===== config.mk =====
export PLATFORM = sky130hd
export DESIGN_NAME = key_repeat_pulse
export DESIGN_NICKNAME = d
export VERILOG_FILES = /design/src/rtl/key_repeat_pulse.sv
export SDC_FILE = /design/constraint.sdc
export NUM_CORES = 1
export LEC_CHECK = 0
export CORE_MARGIN = 10
export CORE_UTILIZATION = 55
export CTS_CLUSTER_DIAMETER = 60
export DETAILED_ROUTE_END_ITERATION = 12
export GPL_TIMING_DRIVEN = 0
export PLACE_DENSITY_LB_ADDON = 0.05
export SLEW_MARGIN = 20
export SYNTH_ARGS = -nofsm -noshare
export SYNTH_HDL_FRONTEND = slang
export SYNTH_SLANG_ARGS = --single-unit

===== constraint.sdc =====
create_clock -name Clock -period 2 [get_ports Clock]
set_input_delay 0.2 -clock Clock [delete_from_list [all_inputs] [get_ports Clock]]
set_output_delay 0.2 -clock Clock [all_outputs]
set_load 0.02 [all_outputs]

===== src/rtl/key_repeat_pulse.sv =====
// Debounces a synchronized key level and emits one-cycle press/auto-repeat pulses with a saturating count.
// Press pulse appears 1 cycle after the DEBOUNCE_CYCLES-th press sample; no backpressure: pulse is a one-shot event.
module key_repeat_pulse #(
    parameter int DEBOUNCE_CYCLES = 4,
    parameter int REPEAT_DELAY    = 16,
    parameter int REPEAT_PERIOD   = 4
) (
    input  logic       Clock,
    input  logic       Reset,
    input  logic       in,
    output logic       pulse,
    output logic       level,
    output logic [7:0] count
);
    localparam int TMR_MAX = (REPEAT_DELAY > REPEAT_PERIOD) ? REPEAT_DELAY : REPEAT_PERIOD;
    localparam int DW      = $clog2(DEBOUNCE_CYCLES + 1);
    localparam int TW      = $clog2(TMR_MAX + 1);

    localparam logic [DW-1:0] DEB_LAST    = DW'(DEBOUNCE_CYCLES - 1);
    localparam logic [DW-1:0] DEB_ONE     = DW'(1);
    localparam logic [TW-1:0] DELAY_LAST  = TW'(REPEAT_DELAY - 1);
    localparam logic [TW-1:0] PERIOD_LAST = TW'(REPEAT_PERIOD - 1);

    typedef enum logic [2:0] {
        IDLE,
        DEB_PRESS,
        HOLD,
        REPEAT,
        DEB_RELEASE
    } state_t;

    state_t        state_q, state_d;
    state_t        origin_q, origin_d;
    logic [DW-1:0] deb_q, deb_d;
    logic [TW-1:0] tmr_q, tmr_d;
    logic          pulse_d;
    logic          level_d;
    logic [7:0]    count_d;

    state_t        run_st;
    logic          run_hit;
    logic          run_step;

    // The timer compare depends on which held state owns it, including while parked in DEB_RELEASE.
    always_comb begin
        run_st  = (state_q == DEB_RELEASE) ? origin_q : state_q;
        run_hit = (run_st == HOLD) ? (tmr_q == DELAY_LAST) : (tmr_q == PERIOD_LAST);
    end

    always_comb begin
        state_d  = state_q;
        origin_d = origin_q;
        deb_d    = deb_q;
        tmr_d    = tmr_q;
        pulse_d  = 1'b0;
        level_d  = level;
        count_d  = count;
        run_step = 1'b0;

        case (state_q)
            IDLE: begin
                if (in) begin
                    state_d = DEB_PRESS;
                    deb_d   = DEB_ONE;
                end
            end
            DEB_PRESS: begin
                if (!in) begin
                    state_d = IDLE;
                    deb_d   = '0;
                end else if (deb_q == DEB_LAST) begin
                    state_d = HOLD;
                    deb_d   = '0;
                    pulse_d = 1'b1;
                    level_d = 1'b1;
                    count_d = 8'd1;
                    tmr_d   = '0;
                end else begin
                    deb_d = deb_q + DEB_ONE;
                end
            end
            HOLD, REPEAT: begin
                if (!in) begin
                    state_d  = DEB_RELEASE;
                    origin_d = state_q;
                    deb_d    = DEB_ONE;
                end else begin
                    run_step = 1'b1;
                end
            end
            DEB_RELEASE: begin
                if (in) begin
                    // Bounce rejected: resume the frozen timer on this very edge.
                    state_d  = origin_q;
                    deb_d    = '0;
                    run_step = 1'b1;
                end else if (deb_q == DEB_LAST) begin
                    state_d = IDLE;
                    deb_d   = '0;
                    level_d = 1'b0;
                end else begin
                    deb_d = deb_q + DEB_ONE;
                end
            end
            default: begin
                state_d = IDLE;
            end
        endcase

        if (run_step) begin
            if (run_hit) begin
                pulse_d = 1'b1;
                count_d = (count == 8'hFF) ? count : count + 8'd1;
                state_d = REPEAT;
                tmr_d   = '0;
            end else begin
                tmr_d = tmr_q + TW'(1);
            end
        end
    end

    always_ff @(posedge Clock) begin
        if (!Reset) begin
            state_q  <= IDLE;
            origin_q <= IDLE;
            deb_q    <= '0;
            tmr_q    <= '0;
            pulse    <= 1'b0;
            level    <= 1'b0;
            count    <= 8'd0;
        end else begin
            state_q  <= state_d;
            origin_q <= origin_d;
            deb_q    <= deb_d;
            tmr_q    <= tmr_d;
            pulse    <= pulse_d;
            level    <= level_d;
            count    <= count_d;
        end
    end

endmodule


==> Yosys cells after proc, flatten, opt, wreduce, memory -nomap -nowiden <==
Index checks and enable logic that the tools add are counted.
{ "op_classes": {"add_sub_neg": 3, "eq_ne": 16, "mux": 40, "n_bitwise": 1, "reduce_logical": 12} }
{ "op_table": {"columns": ["operator", "n"], "rows": [
  ["$mux 8", 6],
  ["$mux 3", 14],
  ["$mux 5", 5],
  ["$pmux 3 s4", 2],
  ["$eq 3x2->1 const B", 4],
  ["$mux 1", 12],
  ["$ne 2x2->1 const B", 5],
  ["$add 8x1->8 const B", 1],
  ["$eq 8x8->1 const B", 1],
  ["$reduce_bool 2->1", 4],
  ["$reduce_and 3->1", 2],
  ["$add 5x1->5 const B", 1],
  ["$eq 5x2->1 const B", 1],
  ["$eq 5x4->1 const B", 1],
  ["$reduce_and 5->1", 1],
  ["$reduce_bool 4->1", 1],
  ["$add 3x1->3 const B", 1],
  ["$eq 3x1->1 const B", 1],
  ["$eq 3x3->1 const B", 1],
  ["$logic_not 3->1", 1],
  ["$ne 3x3->1 const B", 1],
  ["$reduce_or 3->1", 1],
  ["$ne 2x1->1 const B", 1],
  ["$pmux 1 s2", 1],
  ["other kinds (3)", 3]
]} }
{ "word_totals": {"reg_bits": 24, "in_bits": 3, "out_inout_bits": 10, "wordCells": 79} }

==> Depth between registers and ports, before layout <==
Gate-level depths: netlist of run 1.
{ "depth": {"word_depth": 6, "mapped_depth": 7, "depth_no_buf": 6} }

==> Worst setup path before layout of run 1 <==
Ideal clock, no wire load.
{ "synth_path": {"path_kind": "reg-to-reg", "start": "reg state_q[1]", "end": "reg count[0]", "setup_time_ns": 0.118, "arrival_time_ns": 1.661, "required_time_ns": 1.882, "slack_ns": 0.222, "stages_incl_launch_ff": 8, "n_path_buf": 2, "period_less_slack_ns": 1.778, "cell_sequence": "dfxtp_1 -> buf_6 -> nor3b_2 -> o2111ai_2 -> a21o_1 -> buf_6 -> or3_1 -> o2111a_1"} }
{ "synth_via": {"elab_chain_len": 6, "word_cells_on_any_way": 13, "cone_classes": "eq/ne (6); mux (6); reduce/logical (1)"} }
{ "synth_rtl": {"columns": ["element", "line_no", "rtl"], "rows": [
  ["start, declared", "32", "state_t state_q, state_d;"],
  ["start signal, assigned", "132", "state_q <= state_d;"],
  ["$eq 3x3->1", "46, 60", null],
  ["$mux 3", "46", "run_st = (state_q == DEB_RELEASE) ? origin_q : state_q;"],
  ["$eq 3x2->1", "47", "run_hit = (run_st == HOLD) ? (tmr_q == DELAY_LAST) : (tmr_q == PERIOD_LAST);"],
  ["$mux 1", "47", null],
  ["$mux 8", "111", "if (run_hit) begin"],
  ["$mux 8", "110", "if (run_step) begin"],
  ["end signal, assigned", "138", "count <= count_d;"],
  ["end, declared", "13", "output logic [7:0] count"]
]} }
Several ways; a longest one is shown, not always the timed one.
A chain may end at the register's enable or synchronous reset.

==> Worst setup path in the final report of run 1 <==
Ends and elaborated chain as after synthesis.

==> flow_metrics.tcl, run 1 <==
set metrics [dict create \
    drt_first_iter_violations 69 \
    root_buffer "clkbuf_4" \
    p_per_area_mw_per_mm2 468 \
    worstSetupEndpointType "flop" \
    busiest_layer "met2" \
    cp.required_ns 2.22 \
    drive_above_1_share_pct 8.79 \
    wl_per_cell_um 15.1 \
    synth_most_common_cell "dfxtp_1" \
    fin_hold_ws_ns 0.327 \
    drt_pass1_iterations 4 \
    multi_input_area_um2 882 \
    synth_area_mm2 0.00138 \
    cts_buffer_depth 2 \
    status "finished clean" \
    crit_path_start_kind "flop" \
    finClkSkew_ns 0.00270 \
    core-area_mm2 0.00243 \
    tightest_slew_ns 0.655 \
    grt_use_met2_pct 20.5 \
    slowest_delay_ns 0.37 \
    cp_max_fo 10 \
    antenna_found_initial 0 \
    avgSynthCellArea_um2 8.24 \
    placed_cell_area_mm2 0.00153 \
    ir_worst_vdd_uv 369 \
    clk_pin_slew_ns 0.13 \
    area_delta_synth_final_pct 15.0 \
    cts_tree "yes" \
    arrival_ns 2.12 \
    synth-main-ff-cell "dfxtp_1" \
    synth.distinct_cells 47 \
    crit_family "simple AND/OR/NAND/NOR gates" \
    cp_num_buf_inv 2 \
    hold_class "input port to flop" \
    power_mw 0.745 \
    viasPerCell 6.25 \
    grt_pass1_wl_mm 5.36 \
    htree_levels 1 \
    dpl.hpwl_mm 2.36 \
    row_count 18 \
    die_x_um 70.2 \
    vias 1325 \
    drt-total-wl_mm 3.20 \
    gr-usage-all-layers_pct 12.5 \
    synth_top_area_cell "dfxtp_1" \
    met1_usage_pct 16.1 \
    final-seq-area_um2 482 \
    critPathKind "flop to flop" \
    slew_headroom_pct 55.9 \
    synth_common_cells "dfxtp_1 (24), nand2_1 (17), a21oi_1 (14)" \
    syn_inst 168 \
    synth.area.top_cells "dfxtp_1 (35%), a21oi_1 (5.1%), nand2_1 (4.6%), o21ai_0 (4.3%), nor2b_1 (3.6%)" \
    fmax_mhz 524 \
    final_nets 190 \
    cp_slowest_cell "dfxtp_1" \
    die_area_mm2 0.00492 \
    ios 13 \
    synth_edf_count 0 \
    drc 0 \
    leakage_nw 0.518 \
    cts_sinks 24 \
    ant_nets 0 \
    use_met3_pct 2.40 \
    antenna_cells 0 \
    crit_chain "buf_6 -> nor3b_4 -> o2111ai_4 -> a21o_1 -> buf_6 -> or3_1 -> o2111a_1" \
    synthArstFlopShare_pct 0 \
    hold_viol_final 0 \
    yosysWarnings 0 \
    grt_pass1_vias 1190 \
    finalSetupViolations 0 \
    fin_area_mm2 0.00159 \
    fillers 208 \
    overflow 0 \
    cpMostUsedCell "buf_6" \
    ys_ff_latch 24 \
    insertion_delay_ns 0.30 \
    dieHeight_um 70.2 \
    ys_seq_area_share_pct 34.7 \
    fin_crit_sh_pct 95.5 \
    slew_violations 0 \
    portBuffers 11 \
    postCtsSetupRepairBufs 0 \
    fin_crit_ns 1.91 \
    synth_top_area_share_pct 34.7 \
    syn_nets 174 \
    place_congestion 0.835 \
    grt_start_max_net_pins 13 \
    maxCapViolations 0 \
    cts_buffers 3 \
    initial_core_util_pct 56.9 \
]
-- cell families after synthesis --
kind of cell | Yosys count | synth area share [%]
simple gates | 74 | 30.4
compound gates | 54 | 26.4
flops | 24 | 34.7
buf+inv | 11 | 4.16
fa+ha+maj | 3 | 2.71
xor+xnor | 1 | 0.633
mux | 1 | 0.994
-- layer usage --
layer  part of all wire (%)  vias to the layer above
li1                       -                      668
met1                     48                      632
met2                     47                       23
met3                    4.0                        2
met4                   0.62                        0
met5                      0                        -
-- power breakdown --
part           switching (mW)  leakage, nW  total [mW]  internal [mW]
Combinational          0.0311        0.310      0.0488         0.0177
Clock                   0.143       0.0138       0.214         0.0702
Sequential            0.00171        0.194       0.483          0.481
-- cells in the final DEF, fill, tap and decap left out, types with 3 or more instances in the layout --
| cell type | instances |
|---|---|
| inv_1 | 3 |
| a21oi_1 | 14 |
| clkbuf_1 | 5 |
| nand3_1 | 6 |
| and2_1 | 3 |
| dfxtp_1 | 23 |
| nor3_1 | 7 |
| o21ai_0 | 12 |
| or3_1 | 3 |
| nor2_1 | 10 |
| clkdlybuf4s50_1 | 11 |
| nand2_1 | 17 |
| nor2b_1 | 7 |
| nor3b_1 | 5 |
| nand4_1 | 3 |
| a41oi_1 | 3 |
| a31oi_1 | 3 |
| clkbuf_4 | 3 |
| ha_1 | 3 |
| a21boi_0 | 4 |
-- final timing paths --
kind                     from          end  slack [ns]  depth (start not counted)
setup / recovery   state_q[1]     count[0]        0.09                          7
hold / removal          Reset  origin_q[0]        0.33                          2
hold reg to reg   origin_q[2]  origin_q[2]        0.48                          2
setup reg to reg   state_q[1]     count[0]        0.09                          7
-- what timing repair did --
| action | 4_1_cts | 5_1_grt |
|---|---|---|
| hold buffers | 0 | 0 |
| setup endpoints to repair | 0 | 8 |
| resized for setup | 0 | 6 |
-- cell type report --
type / count / area share, %
repair buffers: 11 / 6.92
well taps: 30 / 2.36
clock buffers: 3 / 1.42
plain buffers: 8 / 2.91
multi-input cells: 133 / 55.4
inverters: 3 / 0.708
flip-flops and latches: 24 / 30.3
-- registers in the layout, indices dropped and copies added, names as in the netlist --
register / cells
state_q: 3
level: 1
tmr_q: 5
origin_q: 3
pulse: 1
deb_q: 3
count: 8
-- stage by stage --
step	utilization, %	setup TNS (ns)	setup WS (ns)	std cells
2_1_floorplan	-	0	0.222	168
3_3_place_gp	63.0	0	0.0833	209
3_5_place_dp	63.0	0	0.0110	209
4_1_cts	63.9	0	0.0473	212
5_1_grt	65.4	-0.0178	-0.0178	212
6_report	65.4	0	0.0908	212
Power figures use the tool's default switching activity.
==> run 2, diff against run 1 <==
Settings changed: CAP_MARGIN set to 40, CORE_UTILIZATION 55 to 30, SLEW_MARGIN 20 to not set.
==> flow_metrics.tcl, run 2 (same netlist as run 1, synthesis figures left out) <==
set metrics [dict create \
    finalSetupViolations 0 \
    grt_pass1_vias 1316 \
    crit_path_start_kind "flop" \
    cts_buffers 3 \
    multi_input_area_um2 888 \
    final-seq-area_um2 482 \
    die_area_mm2 0.00773 \
    drc 0 \
    grt_start_max_net_pins 14 \
    hold_depth 2 \
    htree_levels 1 \
    drt-total-wl_mm 3.66 \
    critPathKind "flop to flop" \
    fillers 463 \
    place_congestion 0.758 \
    rsz0062_at_grt "yes" \
    dp.cells 231 \
    dpl.hpwl_mm 2.69 \
    ir_worst_vdd_uv 212 \
    portBuffers 11 \
    reg_top3 "count x8, tmr_q x5" \
    hold_class "input port to flop" \
    tightest_slew_ns 0.650 \
    slew_headroom_pct 56.2 \
    drive_above_1_share_pct 10.3 \
    cp.required_ns 2.18 \
    reg2regPathDepth 6 \
    slew_violations 0 \
    regMostFlops "count" \
    power_mw 0.872 \
    root_buffer "clkbuf_8" \
    finalSetupTns_ns 0 \
    dieHeight_um 87.9 \
    initial_core_util_pct 31.3 \
    ios 13 \
    cts_tree "yes" \
    vias 1335 \
    finClkSkew_ns 0.00688 \
    clk_pin_slew_ns 0.09 \
    drt_first_iter_violations 92 \
    gr-usage-all-layers_pct 9.85 \
    status "finished clean" \
    area_delta_synth_final_pct 20.3 \
    final_common_cell "dfxtp_1" \
    final_cell_mix "dfxtp_1 (23), nand2_1 (17), a21oi_1 (14)" \
    leakage_nw 0.538 \
    p_per_area_mw_per_mm2 524 \
    arrival_ns 2.09 \
    antenna_found_initial 0 \
    largest_reg_flops 8 \
    drt_pass1_iterations 4 \
    fin_cells 236 \
    wl_per_cell_um 15.5 \
    core-area_mm2 0.00441 \
    cp_max_fo 9 \
    hold_viol_final 0 \
    final_nets 191 \
    post-route-util_pct 37.7 \
    ant_nets 0 \
    grt_pass1_wl_mm 6.27 \
    fin_crit_ns 1.91 \
    cts_sinks 24 \
    insertion_delay_ns 0.27 \
    die_x_um 87.9 \
    viasPerCell 5.66 \
    antenna_cells 0 \
    fmax_mhz 523 \
    row_count 24 \
    worstSetupEndpointType "flop" \
    overflow 0 \
    cts_buffer_depth 2 \
    fin_crit_sh_pct 95.5 \
    maxCapViolations 0 \
]
==> run 2: changes by cell type in the layout (fill, tap and decap cells not counted) <==
cell       before  now
a2111oi_2       0    1
clkbuf_8        0    4
buf_4           0    1
a2111oi_0       1    0
clkbuf_4        3    0
o21ai_0        12   11
o21ai_1         0    1
==> run 2: area by class of cell <==
class / instances / area share, %
plain buffers: 8 / 2.78
clock buffers: 4 / 3.31
inverters: 3 / 0.676
multi-input cells: 133 / 53.3
flip-flops and latches: 24 / 28.9
well taps: 52 / 3.91
repair buffers: 12 / 7.06
==> run 2: path summary, 6_finish.rpt <==
| kind | slack (ns) | startpoint | end |
|---|---|---|---|
| worst max-delay path | 0.09 | tmr_q[2] | count[0] |
| worst min-delay path | 0.39 | Reset | tmr_q[2] |
| worst max register to register | 0.09 | tmr_q[2] | count[0] |
| worst min register to register | 0.49 | origin_q[2] | origin_q[2] |
==> run 2: metal layers <==
metal  vias to the layer above  share of wire [%]  global-route usage (%)
li1                        661                  -                       -
met1                       640                 45                    11.7
met2                        27                 48                    16.1
met3                         7                5.1                    2.88
met4                         0                2.0                    4.06
met5                         -                  0                       0
==> run 2: repair_timing <==
action / in CTS / in global routing
hold buffers: 0 / 0
resized for setup: 0 / 9
setup buffers: 0 / 1
setup endpoints to repair: 0 / 13
==> run 2: per-stage QoR <==
step | setup WS (ns) | area (um^2) | hold WS (ns)
2_1_floorplan | 0.222 | 1380 | 0.431
3_3_place_gp | 0.00377 | 1560 | 0.450
3_5_place_dp | -0.000103 | 1560 | 0.472
4_1_cts | 0.0328 | 1610 | 0.392
5_1_grt | -0.00802 | 1670 | 0.426
6_report | 0.0892 | 1670 | 0.388
==> run 2: power breakdown <==
| part | internal, mW | switching [mW] | leakage (nW) | total [mW] |
|---|---|---|---|---|
| Clock | 0.176 | 0.164 | 0.0288 | 0.340 |
| Sequential | 0.480 | 0.00143 | 0.194 | 0.482 |
| Combinational | 0.0178 | 0.0324 | 0.315 | 0.0502 |
| Total | 0.674 | 0.198 | 0.538 | 0.872 |
==> run 2: critical path, stage by stage, from the launching register on <==
cell and delay, ns:
dfxtp_1 0.39, or2_2 0.32, o32a_1 0.27, a21o_1 0.22, buf_6 0.14, or3_1 0.34
o2111a_1 0.14
